==> config.mk <==
export PLATFORM = sky130hd
export DESIGN_NAME = updi_tx_frame
export DESIGN_NICKNAME = d
export VERILOG_FILES = /design/src/rtl/updi_pkg.sv /design/src/rtl/updi_baud_counter.sv /design/src/rtl/updi_tx_frame.sv
export SDC_FILE = /design/constraint.sdc
export NUM_CORES = 1
export LEC_CHECK = 0
export CAP_MARGIN = 20
export CORE_MARGIN = 4
export CORE_UTILIZATION = 40
export CTS_CLUSTER_SIZE = 16
export DETAILED_ROUTE_END_ITERATION = 7
export HOLD_SLACK_MARGIN = 0.05
export SLEW_MARGIN = 15
export SYNTH_ARGS = -nofsm -noshare
export SYNTH_HDL_FRONTEND = slang
export SYNTH_SLANG_ARGS = --single-unit
export TNS_END_PERCENT = 10
==> constraint.sdc <==
create_clock -name clk -period 6.3 [get_ports clk]
set_input_delay 1.26 -clock clk [delete_from_list [all_inputs] [get_ports clk]]
set_output_delay 1.26 -clock clk [all_outputs]
set_load 0.05 [all_outputs]
==> src/rtl/updi_pkg.sv <==
// Shared UPDI definitions for the TX frame, double-break and RX stages.
// UPDI_TX_GUARD_EN adds the GUARD state to the TX state enum.
package updi_pkg;

   localparam int       UPDI_FRAME_BITS = 12;
   localparam logic [7:0] UPDI_SYNCH    = 8'h55;
   localparam logic     UPDI_IDLE_LEVEL = 1'b1;

   typedef enum logic [2:0] {
      TX_IDLE,
      TX_START,
      TX_DATA,
      TX_PARITY,
      TX_STOP1,
      TX_STOP2
`ifdef UPDI_TX_GUARD_EN
      ,TX_GUARD
`endif
   } updi_tx_state_t;

endpackage

==> src/rtl/updi_baud_counter.sv <==
// Free-running bit-period counter: 0..CLKS_PER_BIT-1, held at zero while clear=1.
module updi_baud_counter #(
   parameter int CLKS_PER_BIT = 100
) (
   input  logic clk,
   input  logic rst,
   input  logic clear,
   output logic tick
);

   localparam int CW = (CLKS_PER_BIT > 1) ? $clog2(CLKS_PER_BIT) : 1;
   localparam logic [CW-1:0] LAST = CW'(CLKS_PER_BIT - 1);

   logic [CW-1:0] cnt_q;

   always_ff @(posedge clk) begin
      if (rst || clear)
         cnt_q <= '0;
      else if (cnt_q == LAST)
         cnt_q <= '0;
      else
         cnt_q <= cnt_q + CW'(1);
   end

   assign tick = (cnt_q == LAST) && !clear;

endmodule

==> src/rtl/updi_tx_frame.sv <==
// UPDI TX line stage: 8E2 UART framing with break pass-through from updi_double_break.
// Optional macro UPDI_TX_GUARD_EN appends GUARD_BITS idle-high bits after each frame.
module updi_tx_frame
   import updi_pkg::*;
#(
   parameter int CLKS_PER_BIT = 100,
   parameter int GUARD_BITS   = 2
) (
   input  logic       clk,
   input  logic       rst,
   input  logic [7:0] data_in,
   input  logic       data_valid,
   output logic       data_ready,
   input  logic       brk_busy,
   input  logic       brk_pulse,
   output logic       tx_out,
   output logic       tx_oe,
   output logic       busy
);

   localparam int IW = (GUARD_BITS > 8) ? $clog2(GUARD_BITS) : 3;

   updi_tx_state_t state_q, state_d;
   logic [IW-1:0]  idx_q, idx_d;
   logic [7:0]     byte_q, byte_d;
   logic           par_q, par_d;
   logic           line_q, line_d;
   logic           tick;
   logic           baud_clear;
   logic           active;

   assign active     = (state_q != TX_IDLE);
   assign baud_clear = !active || brk_busy;
   assign data_ready = !active && !brk_busy && !rst;

   updi_baud_counter #(.CLKS_PER_BIT(CLKS_PER_BIT)) u_baud (
      .clk   (clk),
      .rst   (rst),
      .clear (baud_clear),
      .tick  (tick)
   );

   always_comb begin
      state_d = state_q;
      idx_d   = idx_q;
      byte_d  = byte_q;
      par_d   = par_q;
      if (brk_busy) begin
         state_d = TX_IDLE;
         idx_d   = '0;
      end else begin
         case (state_q)
            TX_IDLE:
               if (data_valid && data_ready) begin
                  state_d = TX_START;
                  byte_d  = data_in;
                  par_d   = ^data_in;
                  idx_d   = '0;
               end
            TX_START:  if (tick) state_d = TX_DATA;
            TX_DATA:
               if (tick) begin
                  if (idx_q[2:0] == 3'd7) begin
                     state_d = TX_PARITY;
                     idx_d   = '0;
                  end else begin
                     idx_d = idx_q + IW'(1);
                  end
               end
            TX_PARITY: if (tick) state_d = TX_STOP1;
            TX_STOP1:  if (tick) state_d = TX_STOP2;
`ifdef UPDI_TX_GUARD_EN
            TX_STOP2:
               if (tick) begin
                  state_d = (GUARD_BITS > 0) ? TX_GUARD : TX_IDLE;
                  idx_d   = '0;
               end
            TX_GUARD:
               if (tick) begin
                  if (idx_q == IW'(GUARD_BITS - 1)) begin
                     state_d = TX_IDLE;
                     idx_d   = '0;
                  end else begin
                     idx_d = idx_q + IW'(1);
                  end
               end
`else
            TX_STOP2:  if (tick) state_d = TX_IDLE;
`endif
            default:   state_d = TX_IDLE;
         endcase
      end

      // Line level is precomputed from the next state so tx_out comes straight from a flop.
      case (state_d)
         TX_START:  line_d = 1'b0;
         TX_DATA:   line_d = byte_d[idx_d[2:0]];
         TX_PARITY: line_d = par_d;
         default:   line_d = UPDI_IDLE_LEVEL;
      endcase
   end

   always_ff @(posedge clk) begin
      if (rst) begin
         state_q <= TX_IDLE;
         idx_q   <= '0;
         byte_q  <= '0;
         par_q   <= 1'b0;
         line_q  <= UPDI_IDLE_LEVEL;
      end else begin
         state_q <= state_d;
         idx_q   <= idx_d;
         byte_q  <= byte_d;
         par_q   <= par_d;
         line_q  <= line_d;
      end
   end

   assign busy   = active && !rst;
   assign tx_oe  = !rst && (active || brk_busy);
   assign tx_out = rst      ? UPDI_IDLE_LEVEL :
                   brk_busy ? brk_pulse       : line_q;

endmodule
==> summary.md, run 1 <==
| Metric | Value |
|---|---|
| Status | finished, final reports clean |
| Final global-route overflow total | 0 |
| Pwr dens | 169.8 mW/mm² |
| Root Buffer | clkbuf_4 |
| Layout cell share with drive strength beyond 1 | around a tenth |
| Area grow syn2layout | 15.33% |
| Largest area contributor in the netlist | dfxtp_1 |
| Initial antenna violation count | 0 |
| CP Class | primary input to output pin |
| Crit share post-route | around 75% |
| Post-Syn Nets | 171 |
| Initial Util | roughly 43% |
| Slew HR | a little under half |
| Synthesized cell area | roughly 0.0013 mm² |
| Largest net degree at the start of global routing | 18 |
| Post-synth ARST share | 0% |
| FILL cells | 320 |
| Finished Core Util | around half |
| RSZ-0062 raised after global routing | no |
| Final antenna-violating net count | 0 |
| Die ar. | between 0.004 and 0.005 mm² |
| Reg-to-reg slack, setup | 3500 ps |
| Std-Cell Core Area | between 0.003 and 0.004 mm² |
| Top FF cell, synth | dfxtp_1 |
| Tightest Hold Check Type | flip-flop to flip-flop |
| Worst-Margin Slew | roughly 770 ps |
| Drt pass-1 iters | 4 |
| Yosys reg bits | 23 |
| CTS Buf Count | 3 |
| NumNets Final | approximately 180 |
| Row Count | 20 |
| GR Util All Layers | between 10% and 20% |
| Boundary pin count | 17 |
| CTS Buffer Depth | 2 |
| Ranking of synthesized cells by area | dfxtp_1 35%, xnor2_1 6.6%, nor2_1 5.4% |
| Critical Path AT | approximately 3500 ps |
| Worst-path clk slew | between 100 and 150 ps |
| Post-cts gate resize count | 0 |
| Post-synth EDFFs | 0 |
| Die Y | 65.50 µm |
| DRC Markers | 0 |
| Setup TNS Final | 0 ps |
| Hold Buf Count CTS | 0 |
| WP data required | 5040 ps |
| Worst VDD drop | ~70 µV |
| Vias per inst | ~5.4 |
| Placed Cells | between 200 and 250 |
| Hold Slack | 466.8 ps |
| CTS tree | done |
| Design Power | 0.2590 mW |
| Die W | approximately 66 µm |
| Number of DRC markers in iteration 0 | 28 |
| Max Cap Viol | 0 |
| First-pass GRT wire length | approximately 4.9 mm |
| Vias in the first global route | 1045 |
| Seq/Total Area, Yosys | 34.82% |
| Routability cong. | approximately 0.83 |
| # H-tree levels | 1 |
| Syn Area/Cell | between 8 and 9 µm² |
| Most frequent cells after synthesis | 23 x dfxtp_1, 19 x nor2_1, 13 x nand2_1 |
| Leak | about 0.55 nW |
| Nature of the critical path startpoint | primary input |
| Syn. warnings | 0 |
| Finished Layout Cells | about 210 |
| Clock sinks | 23 |
| Diodes inserted | 0 |
| # port buffers | 16 |
| Post-Syn Instances | around 160 |
| HPWL Detailed | about 2.2 mm |
| Max Freq | roughly 210 MHz |
| Routed wire length | around 2.9 mm |
| Wire per inst | between 10 and 15 µm |
| Fin. Hold Viols | 0 |
| Yosys top cell area share | between 30% and 40% |
| Slew Viols, Final | 0 |
| Via count | 1130 |
| Crit Path Max Fanout | 17 |
| Post-CTS Setup Bufs | 0 |
| Worst-Skew Late Latency | 320 ps |
| Min Tclk post-route | 4753 ps |
| Clk_skew | between 4 and 5 ps |
| Crit. End Element | output pin |
| Final setup viols | 0 |
| Most common cell in the netlist | dfxtp_1 |
| Unique cell type count in the Yosys netlist | 42 |
## cell usage in the layout (no fill, tap or decap), drive strengths merged, types with 2 or more instances in the layout
master / Yosys / final
dfxtp: 23 / 23
nor2: 20 / 20
clkdlybuf4s50: 0 / 16
nand2: 14 / 14
a21oi: 10 / 10
xnor2: 10 / 10
mux2i: 6 / 6
nor3: 5 / 5
nor2b: 5 / 5
nand3: 5 / 5
inv: 4 / 4
mux2: 4 / 4
nand4: 4 / 4
clkbuf: 4 / 4
or2: 3 / 3
xor2: 3 / 3
a21boi: 3 / 3
a211oi: 3 / 3
ha: 3 / 3
and2: 2 / 2
o211ai: 2 / 2
o32ai: 2 / 2
or4b: 2 / 2
nor4b: 2 / 2
## sequential cells by signal, indices dropped and copies added (netlist names)
register,cells
byte_q,8
u_baud.cnt_q,7
state_q,3
idx_q,3
par_q,1
line_q,1
## cell families after synthesis
logic type | synth area share (%)
simple gates | 26.21
xor+xnor | 8.609
compound gates | 15.52
buf+inv | 4.067
mux | 7.947
fa+ha+maj | 2.839
flops | 34.82
## stage by stage
step	instance area [µm²]	worst slack (ps)
2_1_floorplan	1323	2302
3_3_place_gp	1499	1590
3_5_place_dp	1499	1558
4_1_cts	1525	1539
5_1_grt	1525	1351
6_report	1525	1547
## final timing paths
check,cells after the start,endpoint,start
max,4,data_ready,rst
min,2,byte_q[5]$_SDFF_PP0_,byte_q[5]$_SDFF_PP0_
max reg2reg,6,line_q$_SDFF_PP1_,state_q[1]$_SDFF_PP0_
min reg2reg,2,byte_q[5]$_SDFF_PP0_,byte_q[5]$_SDFF_PP0_
## report_power, final
group	total (mW)	switching [mW]	internal [mW]
sequential	0.149	0.00111	0.148
combinational	0.0391	0.0201	0.0190
clock	0.0709	0.0461	0.0248
## critical path, cell delays in order
cell             delay (ps)
clkdlybuf4s50_1         720
or2_2                   490
nor3_1                  180
clkdlybuf4s50_1         840
## layer usage
metal / wire length [µm] / vias up / track usage, %
met4: 40 / 0 / 4.663
li1: - / 576 / -
met5: 0 / - / 0
met2: 1224 / 18 / 20.99
met3: 85 / 5 / 2.222
met1: 1539 / 531 / 21.16
## layout make-up
type                       instances  area (µm²)  area share, %
multi-input combinational        120       808.3          52.99
sequential                        23       460.4          30.19
inverter                           4       15.01         0.9844
tap                               44       55.05          3.610
clock buffer                       4       26.28          1.723
timing repair buffer              16       160.2          10.50
Power figures use the tool's default switching activity.
==> run 2, diff against run 1 <==
clock period = 4.15 ns   (was 6.3 ns; I/O delays follow)
==> summary.md, run 2 (same netlist as run 1, synthesis figures left out) <==
| Metric | Value |
|---|---|
| Status | finished, final reports clean |
| Boundary pin count | 17 (unchanged) |
| Routed wire length | 2.919 mm (+1.0%) |
| Std-Cell Core Area | 0.003103 mm² (unchanged) |
| Final antenna-violating net count | 0 (unchanged) |
| CTS Buf Count | 3 (unchanged) |
| Diodes inserted | 0 (unchanged) |
| CTS tree | done |
| Worst VDD drop | 161.9 µV (+130%) |
| Worst-path clk slew | 130 ps (about the same) |
| Slew HR | 44.51% (-3.5 points) |
| Slew Viols, Final | 0 (unchanged) |
| Clock sinks | 23 (unchanged) |
| Post-Place Setup Slack | 696.3 ps (-861.8 ps) |
| Max FFs per register | 8 (unchanged) |
| Max Freq | around 300 MHz |
| Min Tclk post-route | 3407 ps |
| Final setup viols | 0 (unchanged) |
| Net Sw Power | 0.1012 mW (+50%) |
| Layout cell share with drive strength beyond 1 | 12.35% (+2.2 points) |
| Most flops, register | byte_q |
| Sequential share of power | 57.5% (about the same) |
| Setup TNS Final | 0 ps (unchanged) |
| Max Cap Viol | 0 (unchanged) |
| Fin. Hold Viols | 0 (unchanged) |
| Hold path cells | 2 (unchanged) |
| Nature of the critical path startpoint | primary input |
| Most common cell after layout, fill and taps aside | dfxtp_1 |
| Hold Slack | 472.9 ps (+6.056 ps) |
| DRC Markers | 0 (unchanged) |
| Worst setup startpoint | brk_busy |
| Drt pass-1 iters | 4 (unchanged) |
| Area grow syn2layout | 16.84% |
| Root Buffer | clkbuf_4 |
| RSZ-0062 raised after global routing | no |
| Worst-Margin Slew | 825.9 ps (+51.52 ps) |
| Via count | 1138 (+0.71%) |
| Top Registers | byte_q (8), u_baud.cnt_q (7) |
| Number of DRC markers in iteration 0 | 25 (-11%) |
| Clk pwr share | 26.9% (-0.5 points) |
| Worst r2r src | state_q[1]$_SDFF_PP0_ |
| GR Util All Layers | 15.21% (+0.92 points) |
| Post-cts gate resize count | 0 (unchanged) |
| Wire per inst | 13.64 µm (-0.38%) |
| Reg2Reg Depth | 6 (unchanged) |
| Reg-to-reg slack, setup | 1400 ps (-2100 ps) |
| Setup slack after layout | 742.8 ps (-804.3 ps) |
| Pwr dens | 254.7 mW/mm² (+50%) |
| Vias per inst | 5.318 (-0.70%) |
| Crit Reg-Reg Endpoint | line_q$_SDFF_PP1_ |
| Initial Util | 42.62% (unchanged) |
| HPWL Detailed | 2.313 mm (+5.8%) |
| Combinational Power Share | 15.6% (+0.5 points) |
| # port buffers | 16 (unchanged) |
| Switch share | 25.71% (-0.29 points) |
| Critical Path AT | 2580 ps (-910 ps) |
| NumNets Final | 187 (+1.6%) |
| # H-tree levels | 1 (unchanged) |
| CP Class | primary input to output pin |
| Tightest Hold Check Type | flip-flop to flip-flop |
| Min-delay src | byte_q[1]$_SDFF_PP0_ |
| Crit share post-route | ~80% |
| Final global-route overflow total | 0 (unchanged) |
| Largest net degree at the start of global routing | 13 (-5) |
| FILL cells | 315 (-1.6%) |
| Row Count | 20 (unchanged) |
| WP data required | 3320 ps (-1720 ps) |
| Hold endpoint | byte_q[1]$_SDFF_PP0_ |
| Hold Buf Count CTS | 0 (unchanged) |
| Die Y | 65.50 µm (unchanged) |
| Die ar. | 0.004290 mm² (unchanged) |
| First-pass GRT wire length | 5.195 mm (+7.1%) |
| Clk_skew | 5.777 ps (+1.401 ps) |
| Leak | 0.5616 nW (+3.0%) |
| Post-CTS Setup Bufs | 0 (unchanged) |
| Crit Path Max Fanout | 10 (-7) |
| Crit. End Element | output pin |
| Vias in the first global route | 1139 (+9.0%) |
| Initial antenna violation count | 0 (unchanged) |
| Routability cong. | 0.8458 (+1.9%) |
| Worst-Skew Late Latency | 310 ps (about the same) |
| Internal power | 0.2924 mW (+53%) |
| CTS Buffer Depth | 2 (unchanged) |
| Most frequent cells in the layout | 23 x dfxtp_1, 19 x nor2_1, 15 x clkdlybuf4s50_1, 13 x nand2_1 |
| Die W | 65.50 µm (unchanged) |
run 2: how the worst max path moves through the flow:
stage                        endpoint  slack [ps]
floorplan                  data_ready        1010
global placement    line_q$_SDFF_PP1_         770
detailed placement  line_q$_SDFF_PP1_         700
CTS                            tx_out         740
global route               data_ready         680
finish                         tx_out         740
run 2: layout make-up:
cell class / count / area [µm²] / area share [%]
Clock buffer: 4 / 26.28 / 1.700
Inverter: 4 / 15.01 / 0.9717
Multi-Input combinational cell: 120 / 808.3 / 52.31
Sequential cell: 23 / 460.4 / 29.80
Tap cell: 44 / 55.05 / 3.563
Timing Repair Buffer: 19 / 180.2 / 11.66
run 2: per-stage QoR:
stage | util (%) | cells | power (mW) | area, µm²
CTS | 49.80 | 214 | 0.4007 | 1545
detailed placement | 48.95 | 210 | 0.2930 | 1519
floorplan | - | 155 | 0.2680 | 1323
global placement | 48.95 | 210 | 0.2919 | 1519
finish | 49.80 | 214 | 0.3936 | 1545
global route | 49.80 | 214 | 0.4142 | 1545
run 2: metal layers:
layer  track usage (%)  share of wire [%]
met2             23.51                 45
met1             20.99                 51
met3             3.590                3.3
met4             4.404               0.92
met5                 0                  0
run 2: worst max-delay path: stages:
cell and delay [ps]:
clkdlybuf4s50_1 530, buf_4 190, nor2b_1 50, a211o_1 260, clkdlybuf4s50_1 700
run 2: power by group through the flow:
| stage | Combinational (mW) | Sequential, mW | Clock [mW] |
|---|---|---|---|
| final | 0.0615 | 0.226 | 0.106 |
| after global routing | 0.0662 | 0.227 | 0.121 |
| after CTS | 0.0621 | 0.226 | 0.112 |
| after detailed placement | 0.0619 | 0.231 | 0 |
| after global placement | 0.0610 | 0.231 | 0 |
| after floorplan | 0.0377 | 0.230 | 0 |
